File: src/rtl/fdiv_d_pkg.sv
// Shared types and constants for the iterative binary64 divider.
//
// Contents:
//   state_t             controller states
//   DoubleDiv_registers complete register set of the divider
//   DoubleDiv_r_reset   value loaded into that register set on i_rst
//   infOf()             signed infinity encoding
package fdiv_d_pkg;

    typedef enum logic [2:0] {
        IDLE,
        PREP,
        ITER,
        NORM,
        PACK
    } state_t;

    localparam logic [10:0] EXP_MAX   = 11'h7FF;
    localparam logic [12:0] EXP_BIAS  = 13'd1023;
    localparam logic [5:0]  ITER_LAST = 6'd54;   // 55 quotient bits: cnt runs 54..0
    localparam logic [63:0] QNAN      = 64'h7FF8_0000_0000_0000;

    typedef struct packed {
        state_t      state;
        logic [63:0] a;
        logic [63:0] b;
        logic [63:0] result;
        logic [52:0] mantB;
        logic [53:0] rem;
        logic [54:0] q;          // quotient bits; after NORM holds {mant, guard, sticky}
        logic [5:0]  cnt;
        logic [12:0] expQ;       // two's-complement biased exponent
        logic        sign;
        logic        zeroA;
        logic        zeroB;
        logic        infA;
        logic        infB;
        logic        nanA;
        logic        nanB;
        logic        illegalOp;
        logic        divByZero;
        logic        overflow;
        logic        valid;
        logic        busy;
    } DoubleDiv_registers;

    localparam DoubleDiv_registers DoubleDiv_r_reset = '{state: IDLE, default: '0};

    function automatic logic [63:0] infOf(input logic sign);
        return {sign, EXP_MAX, 52'd0};
    endfunction

endpackage

File: src/rtl/fdiv_d_divstage53.sv
// One radix-2 restoring division step.
//
// Ports:
//   rem      in  54  partial remainder
//   divisor  in  53  divisor mantissa {1, frac}
//   remNext  out 54  remainder for the next step, already shifted left
//   qBit     out 1   quotient bit produced by this step
module divstage53 (
    input  logic [53:0] rem,
    input  logic [52:0] divisor,
    output logic [53:0] remNext,
    output logic        qBit
);

    logic [53:0] diff;
    logic [53:0] kept;

    // NOTE: every signal driven here gets a value on every path, so no latch is inferred.
    always_comb begin
        diff    = rem - {1'b0, divisor};
        qBit    = (rem >= {1'b0, divisor});
        kept    = qBit ? diff : rem;
        // kept < divisor < 2^53, so the shift never drops a set bit.
        remNext = kept << 1;
    end

endmodule

File: src/rtl/fdiv_d.sv
// Iterative IEEE-754 binary64 divider (a / b), restoring radix-2,
// round-to-nearest-even, denormal inputs and results flushed to zero.
// Fixed latency: o_valid rises 58 edges after the edge that accepts i_ena.
//
// Ports:
//   i_clk         in  1   clock
//   i_rst         in  1   synchronous active-high reset
//   i_ena         in  1   start a division (sampled only when idle)
//   i_a           in  64  dividend
//   i_b           in  64  divisor
//   o_res         out 64  quotient, held until the next result
//   o_illegal_op  out 1   NaN input, 0/0 or inf/inf
//   o_divbyzero   out 1   finite non-zero divided by zero
//   o_overflow    out 1   result exponent overflow
//   o_valid       out 1   one-cycle result strobe
//   o_busy        out 1   operation in flight
module fdiv_d
    import fdiv_d_pkg::*;
(
    input  logic        i_clk,
    input  logic        i_rst,
    input  logic        i_ena,
    input  logic [63:0] i_a,
    input  logic [63:0] i_b,
    output logic [63:0] o_res,
    output logic        o_illegal_op,
    output logic        o_divbyzero,
    output logic        o_overflow,
    output logic        o_valid,
    output logic        o_busy
);

    DoubleDiv_registers r;

    logic [53:0] remNext;
    logic        qBit;

    divstage53 u_stage (
        .rem     (r.rem),
        .divisor (r.mantB),
        .remNext (remNext),
        .qBit    (qBit)
    );

    // Rounding datapath, only meaningful in PACK where r.q = {mant, guard, sticky}.
    logic               roundUp;
    logic [52:0]        fracRounded;
    logic signed [12:0] expFinal;

    always_comb begin
        roundUp     = r.q[1] & (r.q[0] | r.q[2]);
        fracRounded = {1'b0, r.q[53:2]} + {52'd0, roundUp};
        // A carry out of the fraction leaves it all-zero: mantissa becomes 1.0.
        expFinal    = $signed(r.expQ) + $signed({12'd0, fracRounded[52]});
    end

    // NOTE: sequential state is updated with non-blocking assignments only.
    always_ff @(posedge i_clk) begin
        if (i_rst) begin
            r <= DoubleDiv_r_reset;
        end else begin
            r.valid <= 1'b0;
            case (r.state)
                IDLE: begin
                    if (i_ena) begin
                        r.a         <= i_a;
                        r.b         <= i_b;
                        r.busy      <= 1'b1;
                        r.illegalOp <= 1'b0;
                        r.divByZero <= 1'b0;
                        r.overflow  <= 1'b0;
                        r.state     <= PREP;
                    end
                end
                PREP: begin
                    r.sign  <= r.a[63] ^ r.b[63];
                    r.zeroA <= (r.a[62:52] == 11'd0);
                    r.zeroB <= (r.b[62:52] == 11'd0);
                    r.infA  <= (r.a[62:52] == EXP_MAX) && (r.a[51:0] == 52'd0);
                    r.infB  <= (r.b[62:52] == EXP_MAX) && (r.b[51:0] == 52'd0);
                    r.nanA  <= (r.a[62:52] == EXP_MAX) && (r.a[51:0] != 52'd0);
                    r.nanB  <= (r.b[62:52] == EXP_MAX) && (r.b[51:0] != 52'd0);
                    r.rem   <= {2'b01, r.a[51:0]};
                    r.mantB <= {1'b1, r.b[51:0]};
                    r.q     <= '0;
                    r.expQ  <= {2'b00, r.a[62:52]} - {2'b00, r.b[62:52]} + EXP_BIAS;
                    r.cnt   <= ITER_LAST;
                    r.state <= ITER;
                end
                ITER: begin
                    r.q   <= {r.q[53:0], qBit};
                    r.rem <= remNext;
                    r.cnt <= r.cnt - 6'd1;
                    if (r.cnt == 6'd0) begin
                        r.state <= NORM;
                    end
                end
                NORM: begin
                    // Quotient lies in (0.5, 2): align to a leading one and fold the
                    // remainder into sticky, leaving {mant[52:0], guard, sticky}.
                    if (r.q[54]) begin
                        r.q <= {r.q[54:1], r.q[0] | (r.rem != 54'd0)};
                    end else begin
                        r.q    <= {r.q[53:0], (r.rem != 54'd0)};
                        r.expQ <= r.expQ - 13'd1;
                    end
                    r.state <= PACK;
                end
                PACK: begin
                    if (r.nanA || r.nanB) begin
                        r.result    <= QNAN;
                        r.illegalOp <= 1'b1;
                    end else if ((r.zeroA && r.zeroB) || (r.infA && r.infB)) begin
                        r.result    <= QNAN;
                        r.illegalOp <= 1'b1;
                    end else if (r.infA) begin
                        r.result <= infOf(r.sign);
                    end else if (r.infB) begin
                        r.result <= {r.sign, 63'd0};
                    end else if (r.zeroB) begin
                        r.result    <= infOf(r.sign);
                        r.divByZero <= 1'b1;
                    end else if (r.zeroA) begin
                        r.result <= {r.sign, 63'd0};
                    end else if (expFinal >= 13'sd2047) begin
                        r.result   <= infOf(r.sign);
                        r.overflow <= 1'b1;
                    end else if (expFinal <= 13'sd0) begin
                        r.result <= {r.sign, 63'd0};
                    end else begin
                        r.result <= {r.sign, expFinal[10:0], fracRounded[51:0]};
                    end
                    r.valid <= 1'b1;
                    r.busy  <= 1'b0;
                    r.state <= IDLE;
                end
                default: begin
                    r.state <= IDLE;
                end
            endcase
        end
    end

    assign o_res        = r.result;
    assign o_illegal_op = r.illegalOp;
    assign o_divbyzero  = r.divByZero;
    assign o_overflow   = r.overflow;
    assign o_valid      = r.valid;
    assign o_busy       = r.busy;

endmodule

File: config.mk
export PLATFORM = sky130hd
export DESIGN_NAME = fdiv_d
export DESIGN_NICKNAME = d
export VERILOG_FILES = /design/src/rtl/fdiv_d_pkg.sv /design/src/rtl/fdiv_d_divstage53.sv /design/src/rtl/fdiv_d.sv
export SDC_FILE = /design/constraint.sdc
export NUM_CORES = 1
export LEC_CHECK = 0
export ABC_AREA = 0
export BUFFER_PORTS_ARGS = -buffer_cell sky130_fd_sc_hd__buf_2
export CAP_MARGIN = 5
export CORE_ASPECT_RATIO = 0.9
export CORE_UTILIZATION = 45
export CTS_BUF_LIST = sky130_fd_sc_hd__clkbuf_8
export DETAILED_ROUTE_END_ITERATION = 6
export PLACE_DENSITY = 0.67
export SLEW_MARGIN = 20
export SYNTH_ARGS = -nofsm -noshare
export SYNTH_HDL_FRONTEND = slang
export SYNTH_HIERARCHICAL = 1
export SYNTH_SLANG_ARGS = --single-unit
File: constraint.sdc
create_clock -name i_clk -period 6 [get_ports i_clk]
set_clock_uncertainty 0.1 [all_clocks]
set_input_delay 1.2 -clock i_clk [delete_from_list [all_inputs] [get_ports i_clk]]
set_output_delay 1.2 -clock i_clk [all_outputs]
set_load 0.05 [all_outputs]
==> metrics.md <==
| Metric | Value |
|---|---|
| Status | completed |
| P_sw | around 6700 uW |
| Met1 WL | ~31,000 um |
| Largest net degree at the start of global routing | ~140 |
| Highest clock rate | roughly 200 MHz |
| Final min period | roughly 5.0 ns |
| CP required | ~6.4 ns |
| Setup violators final | 0 |
| DRC | 0 |
| Sink Count | ~390 |
| Fillers | between 4,000 and 5,000 |
| Worst path arrival time | between 5 and 6 ns |
| Remaining global-route overflow | 0 |
| Share of cells above drive strength 1 | 14.7% |
| Worst VDD drop | between 0.001 and 0.0015 V |
| Routed wl met3 | 4070 um |
| Placer Congestion | 0.937 |
| Post-CTS resize count | 0 |
| DRT iter0 DRCs | roughly 1,600 |
| Reg-to-reg critical path startpoint | r[60] |
| R2R depth | 13 |
| Pint | 9210 uW |
| Slew Limit Fails | 0 |
| Nets | around 3,000 |
| Drt total wl | about 62,000 um |
| DRT Pass-1 Iters | 6 |
| Chip Height | ~210 um |
| Mean routed wirelength per cell | between 15 and 20 um |
| H-tree depth | 3 |
| Ports | 200 |
| Placed Cells | 3,335 |
| Die width | about 230 um |
| Register area share after synthesis | a little over a third |
| Min Hold Slack | 0.347 ns |
| Synth Instances | 2,754 |
| Ys flop type | dfxtp_1 |
| Fin. Hold Viols | 0 |
| Effective utilization at floorplan | about 46% |
| Worst hold path depth | 2 |
| Global-route wire length before repair | ~98,000 um |
| Vias per cell | about 5.7 |
| Met2 wire len | ~26,000 um |
| Die area | between 0.04 and 0.05 mm^2 |
| Synth warnings | 6 |
| Async set-reset flop share out of synthesis | 0% |
| Vias | roughly 20,000 |
| Critical Path Fanout Max | 49 |
| R2r endpoint | o_res[35] |
| Crit path launch type | flip-flop |
| Hold EP | o_res[12] |
| Hold Crit Class | reg -> reg |
| Later-pin clock latency in the skew report | 0.67 ns |
| CTS Root Cell | clkbuf_8 |
| Row Count | between 70 and 80 |
| Seq pwr share | 20.0% |
| Area grow syn2layout | 9.51% |
| Routed Antenna Nets | 0 |
| GRT Total Usage | 25.2% |
| Pwr Density | 676 mW/mm^2 |
| Mean post-synth cell area | slightly below 8 um^2 |
| Max_cap viols | 0 |
| Vias in the first global route | 17,781 |
| RSZ-0062 raised after global routing | no |
| Total CTS buffers | between 60 and 70 |
| Post-synth EDFFs | 0 |
| Final Cycle Share | between 80% and 90% |
| Yosys reg bits | just under 400 |
| CTS tree | yes |
| Clock power frac | 16.2% |
| Distinct cell type count after synthesis | 96 |
| Syn_nets | roughly 3,000 |
| Initial antenna violation count | 1 |
| Post-CTS setup buffer count | 0 |
| Hold_buf cts | 0 |
| Port bufs | roughly 200 |
| Worst Min Path Start | o_res[12] |
| Worst-Margin Slew | between 1 and 1.5 ns |
| R2R setup slack | just over 1 ns |
| Switching share of power | a little over two fifths |
| Top layer in use | met4 |
| Max_slew headroom | 28.2% |
| Post-Layout Cell Count | 3,460 |
| Comb pwr share | a little under two thirds |
| LEAKAGE | between 0.009 and 0.01 uW |
| Setup CP Type | reg -> reg |
| Core Area | ~0.047 mm^2 |
| DP HPWL | 44,300 um |
| Fin Setup TNS | 0 ns |
| Bufs on Longest Clock Path | 3 |
| Worst-path clk slew | roughly 0.07 ns |
| CP Capture Type | flip-flop |
| Synth Cell Area | 0.0215 mm^2 |
cell families (layout without fill, tap and decap cells):
family | count (synthesis) | in the layout | share of synthesized area, %
other | 1 | 3 | 0.0175
XOR/XNOR | 126 | 126 | 5.14
flip-flops | 388 | 388 | 36.2
AO/OA/AOI/OAI | 723 | 723 | 20.5
multiplexers | 58 | 58 | 3.86
adder cells (fa/ha/maj) | 73 | 73 | 4.33
buffers and inverters | 347 | 435 | 8.11
AND/OR/NAND/NOR | 1038 | 1038 | 21.8
power groups by stage:
stage | sequential (uW) | combinational (uW) | clock [uW]
5_1_grt | 3220 | 10900 | 2760
2_1_floorplan | 3060 | 8690 | 0
6_report | 3180 | 10100 | 2580
3_5_place_dp | 3220 | 10000 | 0
4_1_cts | 3170 | 10000 | 2630
3_3_place_gp | 3220 | 9950 | 0
cell type report:
type / count / area, um^2 / share of cell area (%)
antenna: 2 / 5.00 / 0.0213
clock buffer: 82 / 1130 / 4.80
clock inverter: 40 / 295 / 1.26
inverter: 98 / 368 / 1.57
multi-input combinational: 2019 / 12000 / 51.2
sequential: 388 / 7770 / 33.1
tap: 616 / 771 / 3.28
timing repair buffer: 215 / 1140 / 4.85
synth_stat cells (11+ instances only):
library cell    n  area [um^2]
nand2_1       578         2170
dfxtp_1       388         7770
a21oi_1       333         1670
nor2_1        150          563
clkbuf_1      118          443
o21ai_0       118          591
a22oi_1       114          856
inv_1          97          364
buf_4          75          563
ha_1           71          888
nor4_1         64          400
xnor2_1        63          552
xor2_1         63          552
nand3_1        60          300
mux2_4         48          721
nand4_1        46          288
nor3_1         38          190
a21o_1         34          255
buf_2          21          105
a31oi_1        15         93.8
and3_1         15         93.8
buf_6          13          146
o21a_1         12         90.1
o21bai_1       12         90.1
or3_1          12         75.1
a211oi_1       11         82.6
buf_1          11         41.3
per-stage QoR:
stage | area, um^2 | util [%] | setup WS (ns) | total power [uW]
final | 23500 | 50.2 | 1.02 | 15900
after global routing | 23500 | 50.2 | 0.644 | 16900
after CTS | 23500 | 50.1 | 0.692 | 15900
after global placement | 22000 | 47.1 | 1.03 | 13200
after floorplan | 21500 | - | 1.99 | 11700
after detailed placement | 22000 | 47.1 | 0.702 | 13300
sequential cells by signal, indices dropped and copies added (netlist names):
register,cells
r,319
o_res,64
o_busy,1
o_divbyzero,1
o_illegal_op,1
o_overflow,1
o_valid,1
per-layer routing:
| metal | global-route usage (%) | up-vias |
|---|---|---|
| met5 | 0 | - |
| met4 | 7.15 | 0 |
| met3 | 4.78 | 81 |
| met2 | 35.8 | 625 |
| met1 | 38.0 | 9242 |
| li1 | - | 9634 |
cells in the final DEF, fill, tap and decap left out, types with 6 or more instances in the layout:
| cell | n |
|---|---|
| a31oi_1 | 15 |
| nand4_1 | 46 |
| a22oi_1 | 114 |
| or2_2 | 8 |
| buf_4 | 15 |
| mux2_2 | 6 |
| xor2_1 | 63 |
| nand2b_1 | 8 |
| nor2_1 | 145 |
| a21o_1 | 34 |
| o211ai_1 | 7 |
| o21ai_0 | 118 |
| and4_1 | 9 |
| clkbuf_8 | 82 |
| nor3_1 | 38 |
| o21bai_1 | 12 |
| mux2_4 | 48 |
| nand3_1 | 60 |
| a211oi_1 | 11 |
| buf_2 | 198 |
| nor2b_1 | 9 |
| ha_1 | 71 |
| dfxtp_1 | 388 |
| inv_1 | 122 |
| xnor2_1 | 63 |
| a21oi_1 | 332 |
| and2_1 | 8 |
| o21a_1 | 12 |
| nand2_1 | 577 |
| or3_1 | 12 |
| and3_1 | 15 |
| nor4_1 | 64 |
how the worst max path moves through the flow:
stage	from	end	slack [ns]
floorplan	r[60]	o_res[42]	1.99
global placement	r[60]	o_res[50]	1.03
detailed placement	r[60]	o_res[23]	0.70
CTS	r[60]	o_res[23]	0.69
global route	r[60]	o_res[31]	0.64
finish	r[60]	o_res[35]	1.02
critical path: stages, from the launching register on:
cell	delay, ns
dfxtp_1	0.46
nand4_1	0.24
nor4_1	0.56
and3_1	0.38
nand3_1	0.14
nor2_1	0.31
ha_1	0.42
nand4_2	0.20
nor4_2	0.43
mux2_2	0.41
nor4b_2	0.42
nor2_2	0.14
nand4_4	0.41
o21ai_0	0.19
Power figures use the tool's default switching activity.
